**config.mk**
```make
export PLATFORM = sky130hd
export DESIGN_NAME = autoanim_multi
export DESIGN_NICKNAME = d
export VERILOG_FILES = /design/src/rtl/autoanim_multi.sv
export SDC_FILE = /design/constraint.sdc
export NUM_CORES = 1
export LEC_CHECK = 0
export CAP_MARGIN = 20
export CELL_PAD_IN_SITES_DETAIL_PLACEMENT = 0
export CELL_PAD_IN_SITES_GLOBAL_PLACEMENT = 1
export CORE_ASPECT_RATIO = 1.1
export CORE_MARGIN = 1
export CORE_UTILIZATION = 35
export DETAILED_ROUTE_END_ITERATION = 7
export PLACE_DENSITY = 0.73
export RECOVER_POWER = 50
export REMOVE_ABC_BUFFERS = 1
export SYNTH_ARGS = -nofsm -noshare
export SYNTH_HDL_FRONTEND = slang
export SYNTH_SLANG_ARGS = --single-unit
```
**constraint.sdc**
```tcl
create_clock -name CLK -period 1.8 [get_ports CLK]
set_input_delay 0.36 -clock CLK [delete_from_list [all_inputs] [get_ports CLK]]
set_output_delay 0.36 -clock CLK [all_outputs]
set_load 0.05 [all_outputs]
```
**src/rtl/autoanim_multi.sv**
```systemverilog
// autoanim_multi: bank of independent sprite auto-animation sequencers.
//
// Each channel runs a SPEED_W-bit down-counting prescaler that is clocked by
// the CE timebase strobe. On terminal count it fires a one-clock tick and
// advances a COUNT_W-bit tile counter according to its mode (loop, ping-pong,
// one-shot or hold) and programmable end value.
//
// Ports:
//   CLK       system clock, rising-edge
//   RESETP    asynchronous active-low reset
//   CE        timebase enable; prescalers only advance when high
//   AA_EN     per-channel enable; low freezes that channel
//   AA_SYNC   per-channel synchronous restart strobe
//   AA_SPEED  packed periods, channel n at [n*SPEED_W +: SPEED_W]
//   AA_LIMIT  packed end values, channel n at [n*COUNT_W +: COUNT_W]
//   AA_MODE   packed modes (0 loop, 1 ping-pong, 2 one-shot, 3 hold)
//   AA_COUNT  packed registered tile counters
//   AA_TICK   registered one-clock pulse per counter update
//   AA_DONE   sticky one-shot complete flags
module autoanim_multi #(
  parameter int CHANNELS = 2,
  parameter int SPEED_W  = 8,
  parameter int COUNT_W  = 3
) (
  input  logic                        CLK,
  input  logic                        RESETP,
  input  logic                        CE,
  input  logic [CHANNELS-1:0]         AA_EN,
  input  logic [CHANNELS-1:0]         AA_SYNC,
  input  logic [CHANNELS*SPEED_W-1:0] AA_SPEED,
  input  logic [CHANNELS*COUNT_W-1:0] AA_LIMIT,
  input  logic [CHANNELS*2-1:0]       AA_MODE,
  output logic [CHANNELS*COUNT_W-1:0] AA_COUNT,
  output logic [CHANNELS-1:0]         AA_TICK,
  output logic [CHANNELS-1:0]         AA_DONE
);

  localparam logic [1:0] MODE_LOOP = 2'd0;
  localparam logic [1:0] MODE_PP   = 2'd1;
  localparam logic [1:0] MODE_ONE  = 2'd2;
  localparam logic [1:0] MODE_HOLD = 2'd3;

  // Ping-pong direction
  // state    | meaning
  // DIR_UP   | counting toward LIMIT
  // DIR_DOWN | counting back toward 0
  localparam logic [0:0] DIR_UP   = 1'b0;
  localparam logic [0:0] DIR_DOWN = 1'b1;

  localparam logic [COUNT_W-1:0] CNT_ONE = COUNT_W'(1);

  for (genvar n = 0; n < CHANNELS; n++) begin : g_ch
    logic [SPEED_W-1:0] spd;
    logic [COUNT_W-1:0] lim;
    logic [1:0]         mode;

    logic [SPEED_W-1:0] p;
    logic [COUNT_W-1:0] cnt;
    logic [0:0]         dir;
    logic               done;
    logic               tick;

    logic [COUNT_W-1:0] cnt_inc;
    logic [COUNT_W-1:0] cnt_nxt;
    logic [0:0]         dir_nxt;
    logic               done_nxt;

    assign spd  = AA_SPEED[n*SPEED_W +: SPEED_W];
    assign lim  = AA_LIMIT[n*COUNT_W +: COUNT_W];
    assign mode = AA_MODE[n*2 +: 2];

    assign cnt_inc = cnt + CNT_ONE;

    // Next counter state, applied only on a tick event.
    always_comb begin
      cnt_nxt  = cnt;
      dir_nxt  = dir;
      done_nxt = done;
      case (mode)
        MODE_LOOP: begin
          // Dropping out of ping-pong mid-descent must not leave dir stuck down.
          dir_nxt = DIR_UP;
          cnt_nxt = (cnt < lim) ? cnt_inc : '0;
        end
        MODE_PP: begin
          if (dir == DIR_UP) begin
            if (cnt < lim) begin
              cnt_nxt = cnt_inc;
              if (cnt_inc == lim) dir_nxt = DIR_DOWN;
            end else begin
              // Also catches LIMIT lowered below the current count.
              cnt_nxt = lim;
              dir_nxt = DIR_DOWN;
            end
          end else begin
            if (cnt > CNT_ONE) begin
              cnt_nxt = cnt - CNT_ONE;
            end else begin
              cnt_nxt = '0;
              dir_nxt = DIR_UP;
            end
          end
        end
        MODE_ONE: begin
          if (!done) begin
            if (cnt < lim) begin
              cnt_nxt  = cnt_inc;
              done_nxt = (cnt_inc == lim);
            end else begin
              cnt_nxt  = lim;
              done_nxt = 1'b1;
            end
          end
        end
        MODE_HOLD: begin
          cnt_nxt = cnt;
        end
        default: begin
          cnt_nxt = cnt;
        end
      endcase
    end

    always_ff @(posedge CLK or negedge RESETP) begin
      if (!RESETP) begin
        p    <= '0;
        cnt  <= '0;
        dir  <= DIR_UP;
        done <= 1'b0;
        tick <= 1'b0;
      end else if (AA_SYNC[n]) begin
        p    <= spd;
        cnt  <= '0;
        dir  <= DIR_UP;
        done <= 1'b0;
        tick <= 1'b0;
      end else if (!AA_EN[n] || !CE) begin
        tick <= 1'b0;
      end else if (p == '0) begin
        p    <= spd;
        cnt  <= cnt_nxt;
        dir  <= dir_nxt;
        done <= done_nxt;
        tick <= 1'b1;
      end else begin
        p    <= p - 1'b1;
        tick <= 1'b0;
      end
    end

    assign AA_COUNT[n*COUNT_W +: COUNT_W] = cnt;
    assign AA_TICK[n] = tick;
    assign AA_DONE[n] = done;
  end

endmodule

```
==> results.json <==
{
  "antenna_left": 0,
  "dieHeight_um": 86.6,
  "finalWorstSetupSlack_ps": -113,
  "min_path_type": "input pin to register",
  "cp.required_ps": 1970,
  "portBuffers": 42,
  "power.density_nw_per_um2": 547,
  "antenna_cells": 0,
  "pwr-share-seq_pct": 38.1,
  "syn_avg_cell_area_um2": 8.28,
  "area_growth_pct": 59.2,
  "cp.arrival_ps": 2080,
  "slowest_stage": "or4_4",
  "preCtsSetupSlack_ps": -614,
  "maxCapViolCount": 0,
  "seq_area_frac_synth_pct": 30.8,
  "avgRoutedWirePerCell_um": 13.9,
  "netlist_top_cells_count": "a21oi_1 (30), dfrtp_1 (28), nor2_1 (27), ha_1 (24), inv_1 (24)",
  "cp_cell_sequence": "or4_4 -> buf_6 -> nor4_4 -> nand2_1 -> a21oi_2 -> a211oi_2",
  "p_sw_mw": 0.650,
  "drt_iter0_drc": 71,
  "critical_path_class": "register to register",
  "fin_crit_ps": 1910,
  "synthTopCellsByArea": "dfrtp_1 (31%), ha_1 (13%), a21oi_1 (6.6%), o21ai_0 (5.1%), nor2_1 (4.5%)",
  "async_reset_ff_share_pct": 100,
  "die_w_um": 78.9,
  "clk_latency_ps": 280,
  "vias": 2418,
  "clock_skew_ps": 5.13,
  "place_hpwl_um": 4670,
  "synth.most_common_cell": "a21oi_1",
  "nNetsFinal": 442,
  "crit_path_max_incr_delay_ps": 550,
  "gp_congestion": 0.815,
  "coreArea_um2": 6230,
  "wl_um": 6440,
  "cts_hold_buf": 0,
  "cts_max_path_buffers": 2,
  "viasPerCell": 5.21,
  "synth.distinct_cells": 55,
  "violations": "setup timing",
  "stdcell_count": 464,
  "synth_edf_count": 0,
  "synth_ff_type": "dfrtp_1",
  "combPwrFrac_pct": 40.8,
  "fmax_ghz": 0.523,
  "antenna_found_initial": 0,
  "start_util_pct": 36.5,
  "hold_viol": 0,
  "clock-sinks": 28,
  "slew_headroom_pct": 47.8,
  "worst_setup_path_start_kind": "register",
  "rsz0062_at_grt": "true",
  "worstPathMaxFanout": 5,
  "fin_area_um2": 3620,
  "cts_tree": "done",
  "p_int_mw": 1.33,
  "status": "complete, but fails checks",
  "final_layout_size_suffix_gt1_share_pct": 37.5,
  "grtUsageTotal_pct": 18.8,
  "cts_buffers": 3,
  "dp.cells": 451,
  "grt_pass1_vias": 2311,
  "ir_drop_mv": 0.369,
  "netlist_instances": 275,
  "grt_pass1_wl_um": 10300,
  "cts-htree-levels": 1,
  "grt_max_degree": 29,
  "yosys_warnings": 0,
  "syn-cell-area_um2": 2280,
  "cp_top_family": "simple AND/OR/NAND/NOR gates",
  "setup_viol": 8,
  "firstDrtPassIters": 4,
  "tightest_slew_ps": 783,
  "cp.buffers_inverters": 1,
  "p_clk_share_pct": 21.0,
  "synth_top_area_share_pct": 30.8,
  "num-fill-cells": 602,
  "die_area_um2": 6830,
  "ys_ff_latch": 28,
  "switching_share_pct": 32.8,
  "crit_path_end_kind": "register",
  "finalMaxSlewViolations": 0,
  "io_pins": 43,
  "finalCritPeriodShare_pct": 106,
  "fp-row-count": 30,
  "synth_area_leader_cell": "dfrtp_1",
  "total_leakage_power_nw": 1.58,
  "drc": 0,
  "overflow": 0,
  "cts.clk_slew.worst_paths_ps": 100,
  "root_buffer": "clkbuf_8",
  "dpl_cell_area_um2": 3210
}
final cells by class:
cell class | count | area [um2] | area share, %
repair buffers | 117 | 981 | 27.1
flip-flops and latches | 28 | 702 | 19.4
clock buffers | 4 | 55.1 | 1.52
well taps | 80 | 100 | 2.76
inverters | 24 | 90.1 | 2.49
multi-input cells | 211 | 1690 | 46.8
metal layers:
metal	GRT usage (%)	vias up	share of wire, %
met1	23.7	1161	45
met5	0	-	0
li1	-	1211	-
met3	1.79	6	2.4
met4	4.63	0	1.0
met2	34.2	40	52
kinds of logic (layout without fill, tap and decap cells):
group / after synthesis / count (layout) / share of synthesized area (%)
muxes: 1 / 1 / 0.440
adders and majority gates: 24 / 24 / 13.2
and+or+nand+nor: 85 / 85 / 20.2
AOI/OAI and AO/OA: 95 / 95 / 26.2
xor gates and xnor gates: 6 / 6 / 2.31
DFF: 28 / 28 / 30.8
buffers and inverters: 36 / 145 / 6.87
flip-flops by register name, summed over array words and instances, names as in the netlist:
register / flops
g_ch.cnt: 6
g_ch.tick: 2
g_ch.done: 2
g_ch.p: 16
g_ch.dir: 2
worst min-delay path, stage by stage:
cell and delay (ps):
dlymetal6s2s_1 140, buf_4 130, nand4b_1 80, a311oi_1 80
cells in the final DEF, fill, tap and decap left out, types with 9 or more instances in the layout:
cell / synthesis / layout
nand2_1: 11 / 11
inv_1: 24 / 18
o21ai_0: 23 / 17
ha_1: 24 / 17
buf_4: 5 / 78
nor3_1: 12 / 9
a21oi_1: 30 / 23
dfrtp_1: 28 / 27
clkdlybuf4s50_1: 0 / 28
nor2_1: 27 / 22
power groups by stage:
stage               registers [mW]  clock network, mW  logic, mW
finish                       0.757              0.417      0.810
global placement             0.758                  0      0.684
global route                 0.766              0.451      0.895
CTS                          0.751              0.431      0.750
detailed placement           0.759                  0      0.695
floorplan                    0.772                  0      0.296
per-stage QoR:
| stage | util, % | power [mW] | TNS (ps) | hold WS, ps |
|---|---|---|---|---|
| 2_1_floorplan | - | 1.07 | -3540 | 64.4 |
| 3_3_place_gp | 51.6 | 1.44 | -4490 | 525 |
| 3_5_place_dp | 51.6 | 1.45 | -5090 | 537 |
| 4_1_cts | 55.1 | 1.93 | -311 | 470 |
| 5_1_grt | 58.1 | 2.11 | -1400 | 547 |
| 6_report | 58.1 | 1.98 | -381 | 538 |
worst paths after layout:
check                                               from                         end  slack [ps]  cells after the start
worst min register to register  g_ch[1].done$_DFFE_PN0P_    g_ch[1].done$_DFFE_PN0P_         560                      2
worst min-delay path                         AA_LIMIT[3]  g_ch[1].cnt[0]$_DFFE_PN0P_         540                      4
max in group asynchronous                         RESETP  g_ch[1].cnt[0]$_DFFE_PN0P_         590                      2
worst max-delay path            g_ch[0].p[4]$_DFFE_PN0N_  g_ch[0].cnt[2]$_DFFE_PN0P_        -110                      6
min in group asynchronous                         RESETP    g_ch[1].p[5]$_DFFE_PN0N_         670                      2
worst max register to register  g_ch[0].p[4]$_DFFE_PN0N_  g_ch[0].cnt[2]$_DFFE_PN0P_        -110                      6
timing repair:
| action | 4_1_cts | 5_1_grt |
|---|---|---|
| gates cloned | 0 | 1 |
| buffers inserted | 4 | 4 |
| hold endpoints to repair | 0 | 0 |
| setup endpoints to repair | 17 | 24 |
| pin swaps | 17 | 21 |
| gates resized for setup | 33 | 40 |
Power figures use the tool's default switching activity.
